==> src/rtl/lsu_mem_if.sv <==
// Load/store front-end for the data port of a sync RAM: request decode, lane steering,
// load alignment/extension and a valid/ready handshake over the 1-cycle read latency.
module lsu_mem_if #(
  parameter int unsigned ADDR_WIDTH = 15
) (
  input  logic                  clk,
  input  logic                  rst_n,
  input  logic                  req_valid,
  output logic                  req_ready,
  input  logic                  req_we,
  input  logic [1:0]            req_size,
  input  logic                  req_unsigned,
  input  logic [ADDR_WIDTH+1:0] req_addr,
  input  logic [31:0]           req_wdata,
  output logic                  rsp_valid,
  output logic [31:0]           rsp_rdata,
  output logic                  rsp_misaligned,
  output logic [ADDR_WIDTH-1:0] d_addr,
  output logic                  d_we,
  output logic [3:0]            d_be,
  output logic [31:0]           d_wdata,
  input  logic [31:0]           d_rdata
);

  typedef enum logic [1:0] {
    IDLE      = 2'd0,
    LOAD_WAIT = 2'd1,
    RESP      = 2'd2
  } state_t;

  state_t                state;
  logic [ADDR_WIDTH-1:0] addr_q;
  logic [1:0]            off_q;
  logic [1:0]            size_q;
  logic                  uns_q;

  logic        accept;
  logic        misaligned;
  logic [1:0]  off;
  logic        do_store;
  logic [31:0] load_data;
  logic [7:0]  sel_b;
  logic [15:0] sel_h;

  assign req_ready = (state == IDLE);
  assign accept    = req_valid & req_ready;
  assign off       = req_addr[1:0];

  always_comb begin
    misaligned = 1'b0;
    case (req_size)
      2'b01:   misaligned = off[0];
      2'b10:   misaligned = (off != 2'b00);
      2'b11:   misaligned = 1'b1;
      default: misaligned = 1'b0;
    endcase
  end

  assign do_store = accept & req_we & ~misaligned;

  // RAM port is driven straight from the request so the RAM samples it on the accept edge
  always_comb begin
    d_addr  = accept ? req_addr[ADDR_WIDTH+1:2] : addr_q;
    d_we    = do_store;
    d_be    = '0;
    d_wdata = '0;
    if (do_store) begin
      case (req_size)
        2'b00: begin
          d_be    = 4'b0001 << off;
          d_wdata = {4{req_wdata[7:0]}};
        end
        2'b01: begin
          d_be    = 4'b0011 << off;
          d_wdata = {2{req_wdata[15:0]}};
        end
        default: begin
          d_be    = 4'hF;
          d_wdata = req_wdata;
        end
      endcase
    end
  end

  always_comb begin
    sel_b     = d_rdata[{off_q, 3'b000} +: 8];
    sel_h     = d_rdata[{off_q[1], 4'b0000} +: 16];
    load_data = d_rdata;
    case (size_q)
      2'b00:   load_data = uns_q ? {24'h0, sel_b} : {{24{sel_b[7]}}, sel_b};
      2'b01:   load_data = uns_q ? {16'h0, sel_h} : {{16{sel_h[15]}}, sel_h};
      default: load_data = d_rdata;
    endcase
  end

  always_ff @(posedge clk or negedge rst_n) begin
    if (!rst_n) begin
      state          <= IDLE;
      addr_q         <= '0;
      off_q          <= '0;
      size_q         <= '0;
      uns_q          <= 1'b0;
      rsp_valid      <= 1'b0;
      rsp_rdata      <= '0;
      rsp_misaligned <= 1'b0;
    end else begin
      rsp_valid <= 1'b0;
      case (state)
        IDLE: begin
          if (accept) begin
            addr_q <= req_addr[ADDR_WIDTH+1:2];
            off_q  <= off;
            size_q <= req_size;
            uns_q  <= req_unsigned;
            if (misaligned || req_we) begin
              state          <= RESP;
              rsp_valid      <= 1'b1;
              rsp_rdata      <= '0;
              rsp_misaligned <= misaligned;
            end else begin
              state <= LOAD_WAIT;
            end
          end
        end
        LOAD_WAIT: begin
          state          <= RESP;
          rsp_valid      <= 1'b1;
          rsp_rdata      <= load_data;
          rsp_misaligned <= 1'b0;
        end
        RESP: begin
          state <= IDLE;
        end
        default: begin
          state <= IDLE;
        end
      endcase
    end
  end

endmodule

==> config.mk <==
export PLATFORM = sky130hd
export DESIGN_NAME = lsu_mem_if
export DESIGN_NICKNAME = d
export VERILOG_FILES = /design/src/rtl/lsu_mem_if.sv
export SDC_FILE = /design/constraint.sdc
export NUM_CORES = 1
export LEC_CHECK = 0
export ABC_AREA = 1
export CAP_MARGIN = 10
export CORE_MARGIN = 3
export CORE_UTILIZATION = 29
export DETAILED_ROUTE_END_ITERATION = 6
export SYNTH_ARGS = -nofsm -noshare
export SYNTH_HDL_FRONTEND = slang
export SYNTH_SLANG_ARGS = --single-unit
==> constraint.sdc <==
create_clock -name clk -period 1.55 [get_ports clk]
set_clock_uncertainty 0.1 [all_clocks]
set_input_delay 0.31 -clock clk [delete_from_list [all_inputs] [get_ports clk]]
set_output_delay 0.31 -clock clk [all_outputs]
set_load 0.02 [all_outputs]
Word-level counts from Yosys, hierarchy flattened

Index checks and enable logic that the tools add are counted.

Eq/ne operators: 7
Shift-type cells: 4
Mux-type cells: 21
Bitwise logic cells: 4
Reduce and logical (&&, ||, !) cells: 8

Operators by type and width:

| operator                                                           | count |
|---|---|
| 32-bit case mux with 2 select lines                                | 3 |
| 32-bit two-way mux                                                 | 5 |
| 32-bit by 6-bit variable part select with 16-bit output            | 1 |
| 32-bit by 6-bit variable part select with 8-bit output             | 1 |
| 15-bit two-way mux                                                 | 1 |
| 4-bit case mux with 2 select lines                                 | 1 |
| 2-bit by 1-bit == test with 1-bit output (second input constant)   | 3 |
| 2-bit zero test                                                    | 3 |
| 2-bit == test (second input constant)                              | 2 |
| 1-bit two-way mux                                                  | 4 |
| 2-bit two-way mux                                                  | 2 |
| 4-bit two-way mux                                                  | 1 |
| 2-bit by 1-bit != test with 1-bit output (second input constant)   | 2 |
| 1-bit case mux with 2 select lines                                 | 2 |
| 2-bit case mux with 2 select lines                                 | 1 |
| 2-bit nonzero test                                                 | 2 |
| 1-bit by 2-bit left shift with 4-bit output (first input constant) | 1 |
| 2-bit by 2-bit left shift with 4-bit output (first input constant) | 1 |
| 1-bit bitwise AND                                                  | 3 |
| 1-bit case mux with 3 select lines                                 | 1 |
| 3-bit AND reduction                                                | 1 |
| 2-bit AND reduction                                                | 1 |
| 1-bit logical OR                                                   | 1 |
| 1-bit inverter                                                     | 1 |

Register bits: 56
Bits of input ports: 88
Output and inout port bits: 87

Logic depth before layout (Yosys ltp)

Word-level depth: 6
Depth in mapped cells: 11
Gate-level depth less buffers: 9

Least setup slack after synthesis

No wires, ideal clock.

Path kind: flip-flop to output port
Start: register state[0]
End: output d_be[3]
Arrival time: 1464 ps
Setup slack: -324 ps
Stages on the path, launching flop included: 7
Buffers on the path: 1
Path through: dfrtp_1 -> inv_1 -> nand2_1 -> nor2_2 -> nand3_2 -> buf_4 -> nor2_1

Word-level cells in the longest chain between the ends: 5

Ends and longest elaborated chain:

| item                           | RTL line | RTL |
|---|---|---|
| start: declaration             | 31       | `state_t state;` |
| start signal: assignment       | 98       | `state <= IDLE;` |
| start signal: assignment       | 116      | `state <= RESP;` |
| start signal: assignment       | 121      | `state <= LOAD_WAIT;` |
| 2-bit zero test                | 45       | `assign req_ready = (state == IDLE);` |
| 1-bit bitwise AND              | 46       | `assign accept = req_valid & req_ready;` |
| 1-bit bitwise AND (2 in a row) | 59       | `assign do_store = accept & req_we & ~misaligned;` |
| 4-bit two-way mux              | 67       | `if (do_store) begin` |
| end: declaration               | 20       | `output logic [3:0] d_be,` |

Every way passes these cells.

Worst setup path in the final report

Start: input req_size[0]
End: output d_wdata[26]

Word-level cells in the longest chain between the ends: 5
Elaborated cells between the ends (all ways): 9
Classes of those cells: 3 x eq/ne; 3 x mux; 2 x bitwise; 1 x reduce/logical

Ends and longest elaborated chain:

| item                                                                      | RTL line | RTL |
|---|---|---|
| start: declaration                                                        | 11       | `input logic [1:0] req_size,` |
| 2-bit == test or 2-bit by 1-bit == test with 1-bit output (tied branches) | 51, 68   |  |
| 1-bit case mux with 3 select lines                                        | 51       | `case (req_size)` |
| 1-bit inverter                                                            | 59       |  |
| 1-bit bitwise AND                                                         | 59       |  |
| 32-bit two-way mux *                                                      | 67       |  |
| end: declaration                                                          | 21       | `output logic [31:0] d_wdata,` |

Every way passes the cells marked *; elsewhere a longest branch is shown, timed or not.

==> impl_metrics.json <==
{
  "mappedNetlistArea_sq_mm": 0.00345,
  "violations": "setup timing",
  "synthMuxAreaShare_pct": 0,
  "avgViaCountPerCell": 4.78,
  "total_count_of_hold_check_failures_in_the_final_report": 0,
  "criticalPathCategory": "in -> out",
  "cts.sink_count": 56,
  "final_core_utilization_pct": 57.2,
  "ff2ff_path_depth": 10,
  "timing_worst_slew_pin_value_ps": 541,
  "whs_ps": 390,
  "timing.rr.start": "state[1]",
  "ys_types": 26,
  "detailed_place_hpwl_um": 9580,
  "tritoncts.num_buffers": 5,
  "clock_latency_ps": 290,
  "cts-root-to-sink-buffers": 2,
  "grt_start_max_net_pins": 57,
  "total_die_area_sq_mm": 0.0132,
  "path_max_fanout": 8,
  "yosys.area_share.adder_pct": 0,
  "hold_path.class": "reg -> reg",
  "total_count_of_max_transition_violations_in_the_final_report": 0,
  "dr.pass1.iters": 5,
  "layout-drive-gt1-share_pct": 34.4,
  "main_combinational_cell_family_by_area_after_synthesis": "simple AND/OR/NAND/NOR gates",
  "initial_utilization_pct": 29.9,
  "max_capacitance_violation_count": 0,
  "ys_ff_latch": 56,
  "grt_pass1_wl_um": 20600,
  "placeableCoreArea_sq_mm": 0.0115,
  "wl_per_cell_um": 14.6,
  "cts_htree_levels": 2,
  "syn_area_per_cell_sq_um": 6.84,
  "fin_nets": 826,
  "leakage_uw": 0.00337,
  "vias": 4215,
  "place.gp.congestion": 0.893,
  "hold_path_depth": 2,
  "powerDensity_mw_per_mm2": 842,
  "ctsRootBufferMaster": "sky130_fd_sc_hd__clkbuf_16",
  "area_growth_syn_to_layout_pct": 91.3,
  "worst-endpoint-required_ps": 1140,
  "boundaryPins": 175,
  "synth_xor_area_share_pct": 0,
  "groute.usage.overall_pct": 19.4,
  "cts_tree": "built",
  "crit_start": "req_size[0]",
  "initial_drc_count": 179,
  "worst-endpoint-arrival_ps": 1690,
  "core.rowCount": 39,
  "antenna-diode-count": 0,
  "layout.cells.most_common_list": "sky130_fd_sc_hd__nand2_1, sky130_fd_sc_hd__clkdlybuf4s50_1, sky130_fd_sc_hd__nand3_1, sky130_fd_sc_hd__buf_4, sky130_fd_sc_hd__dfrtp_1",
  "port-buffer-count": 174,
  "totalWireLength_um": 12900,
  "first_global_vias": 4265,
  "worst_reg2reg_path_endpoint": "rsp_rdata[18]",
  "gr-total-overflow": 0,
  "worst_hold_path.endpoint": "addr_q[11]",
  "post_synthesis_compound_gate_area_fraction_pct": 8.17,
  "drc": 0,
  "min_period_over_period_pct": 136,
  "holdCritStartpoint": "addr_q[11]",
  "period_needed_ps": 2100,
  "ir_worst_vdd_mv": 0.534,
  "maxSlewHeadroom_pct": 63.8,
  "path_clk_slew_ps": 70,
  "synthesis.yosys.warnings": 0,
  "endpoint_kind": "output port",
  "setup_repair_after_global_routing_missed_its_margin": "true",
  "chipWidth_um": 115,
  "synth_sequential_area_ratio_pct": 40.7,
  "worstSetupStartpointType": "primary input",
  "final_common_cell": "sky130_fd_sc_hd__nand2_1",
  "post_layout_worst_setup_margin_ps": -551,
  "number_of_antenna_violations_at_the_first_check_in_global_routing": 0,
  "rrSetupSlack_ps": -80,
  "die_h_um": 115,
  "run_status": "complete, but fails checks",
  "number_of_cells_produced_by_synthesis": 504,
  "finalSetupTns_ps": -26360,
  "maxClockFrequency_mhz": 476,
  "finalSetupViolations": 84,
  "drtAntennaViolNets": 0,
  "synthesis.nets": 592,
  "place_worst_setup_slack_ps": -1160,
  "synth_simple_gate_area_share_pct": 43.4
}
## metal layers
metal	GRT usage [%]	vias to the layer above	share of wire, %
met2	34.8	172	51
met1	22.7	1944	39
met3	4.84	13	7.9
met5	0	-	0
met4	5.71	0	1.7
li1	-	2086	-
## power breakdown
group / switching (uW) / leakage (uW) / total, uW / internal (uW)
clock network: 532 / 0.0000702 / 1130 / 603
logic: 1410 / 0.00257 / 2590 / 1180
registers: 138 / 0.000735 / 1830 / 1690
## critical path: stages
cell and delay, ps:
sky130_fd_sc_hd__dlygate4sd2_1 280, sky130_fd_sc_hd__inv_2 80, sky130_fd_sc_hd__buf_4 160, sky130_fd_sc_hd__nand2_1 150
sky130_fd_sc_hd__nor2_1 460, sky130_fd_sc_hd__nor3_4 100, sky130_fd_sc_hd__buf_6 150
## cell usage after synthesis
| cell type | instances | area share (%) |
|---|---|---|
| sky130_fd_sc_hd__nand2_2 | 5 | 0.91 |
| sky130_fd_sc_hd__o22ai_1 | 7 | 1.3 |
| sky130_fd_sc_hd__or2_2 | 15 | 2.7 |
| sky130_fd_sc_hd__inv_6 | 1 | 0.25 |
| sky130_fd_sc_hd__buf_4 | 1 | 0.22 |
| sky130_fd_sc_hd__clkbuf_1 | 17 | 1.9 |
| sky130_fd_sc_hd__buf_2 | 4 | 0.58 |
| sky130_fd_sc_hd__a21oi_1 | 26 | 3.8 |
| sky130_fd_sc_hd__nor3_1 | 7 | 1.0 |
| sky130_fd_sc_hd__nand3_4 | 1 | 0.51 |
| sky130_fd_sc_hd__o21ai_0 | 15 | 2.2 |
| sky130_fd_sc_hd__nor2_2 | 4 | 0.73 |
| sky130_fd_sc_hd__inv_2 | 3 | 0.33 |
| sky130_fd_sc_hd__inv_1 | 26 | 2.8 |
| sky130_fd_sc_hd__a21oi_4 | 1 | 0.47 |
| sky130_fd_sc_hd__clkinv_1 | 1 | 0.11 |
| sky130_fd_sc_hd__dfrtp_1 | 56 | 41 |
| sky130_fd_sc_hd__nor2_1 | 40 | 4.4 |
| sky130_fd_sc_hd__nor2_4 | 1 | 0.33 |
| sky130_fd_sc_hd__a21oi_2 | 1 | 0.25 |
| sky130_fd_sc_hd__nand3_2 | 1 | 0.29 |
| sky130_fd_sc_hd__nand2_1 | 192 | 21 |
| sky130_fd_sc_hd__nand3_1 | 66 | 9.6 |
| sky130_fd_sc_hd__buf_6 | 5 | 1.6 |
| sky130_fd_sc_hd__o211ai_1 | 1 | 0.22 |
| sky130_fd_sc_hd__nor3_2 | 7 | 2.0 |
## per-stage QoR
step	std cells	total power, uW	instance area (sq um)
4_1_cts	881	5550	6540
3_5_place_dp	856	4250	5950
5_1_grt	882	5910	6590
6_report	882	5550	6590
2_1_floorplan	504	3110	3690
3_3_place_gp	856	4220	5950
## kinds of logic after synthesis
kind of cell / count (synthesis)
flip-flops: 56
AO/OA/AOI/OAI: 51
AND/OR/NAND/NOR: 339
buffers and inverters: 58
## worst max-delay path by stage
stage          depth (start not counted)          end  slack (ps)
3_3_place_gp                           9   d_wdata[8]       -1080
2_1_floorplan                          6   d_wdata[2]        -190
5_1_grt                                7   d_wdata[9]        -640
3_5_place_dp                           8  d_wdata[10]       -1160
4_1_cts                                8  d_wdata[19]        -610
6_report                               7  d_wdata[26]        -550
## sequential cells by signal (all words and copies together) (netlist names)
register,count
state,2
addr_q,15
uns_q,1
rsp_rdata,32
rsp_valid,1
off_q,2
rsp_misaligned,1
size_q,2
## cell type report
cell class,count,area [sq um]
multi-input cells,390,2200
fillers,1024,4920
clock buffers,5,125
well taps,143,179
inverters,31,139
repair buffers,254,2530
flip-flops and latches,56,1400
clock inverters,3,21.3
## timing repair
item                       in CTS  in global routing
setup buffers                  13                  3
cloned                          5                  1
hold endpoints to repair       56                  0
setup endpoints to repair     121                 88
pin swaps                       5                  6
hold buffers                    1                  0
gates resized for setup       421                 19
Note: power is estimated with default switching activity, not from simulation.
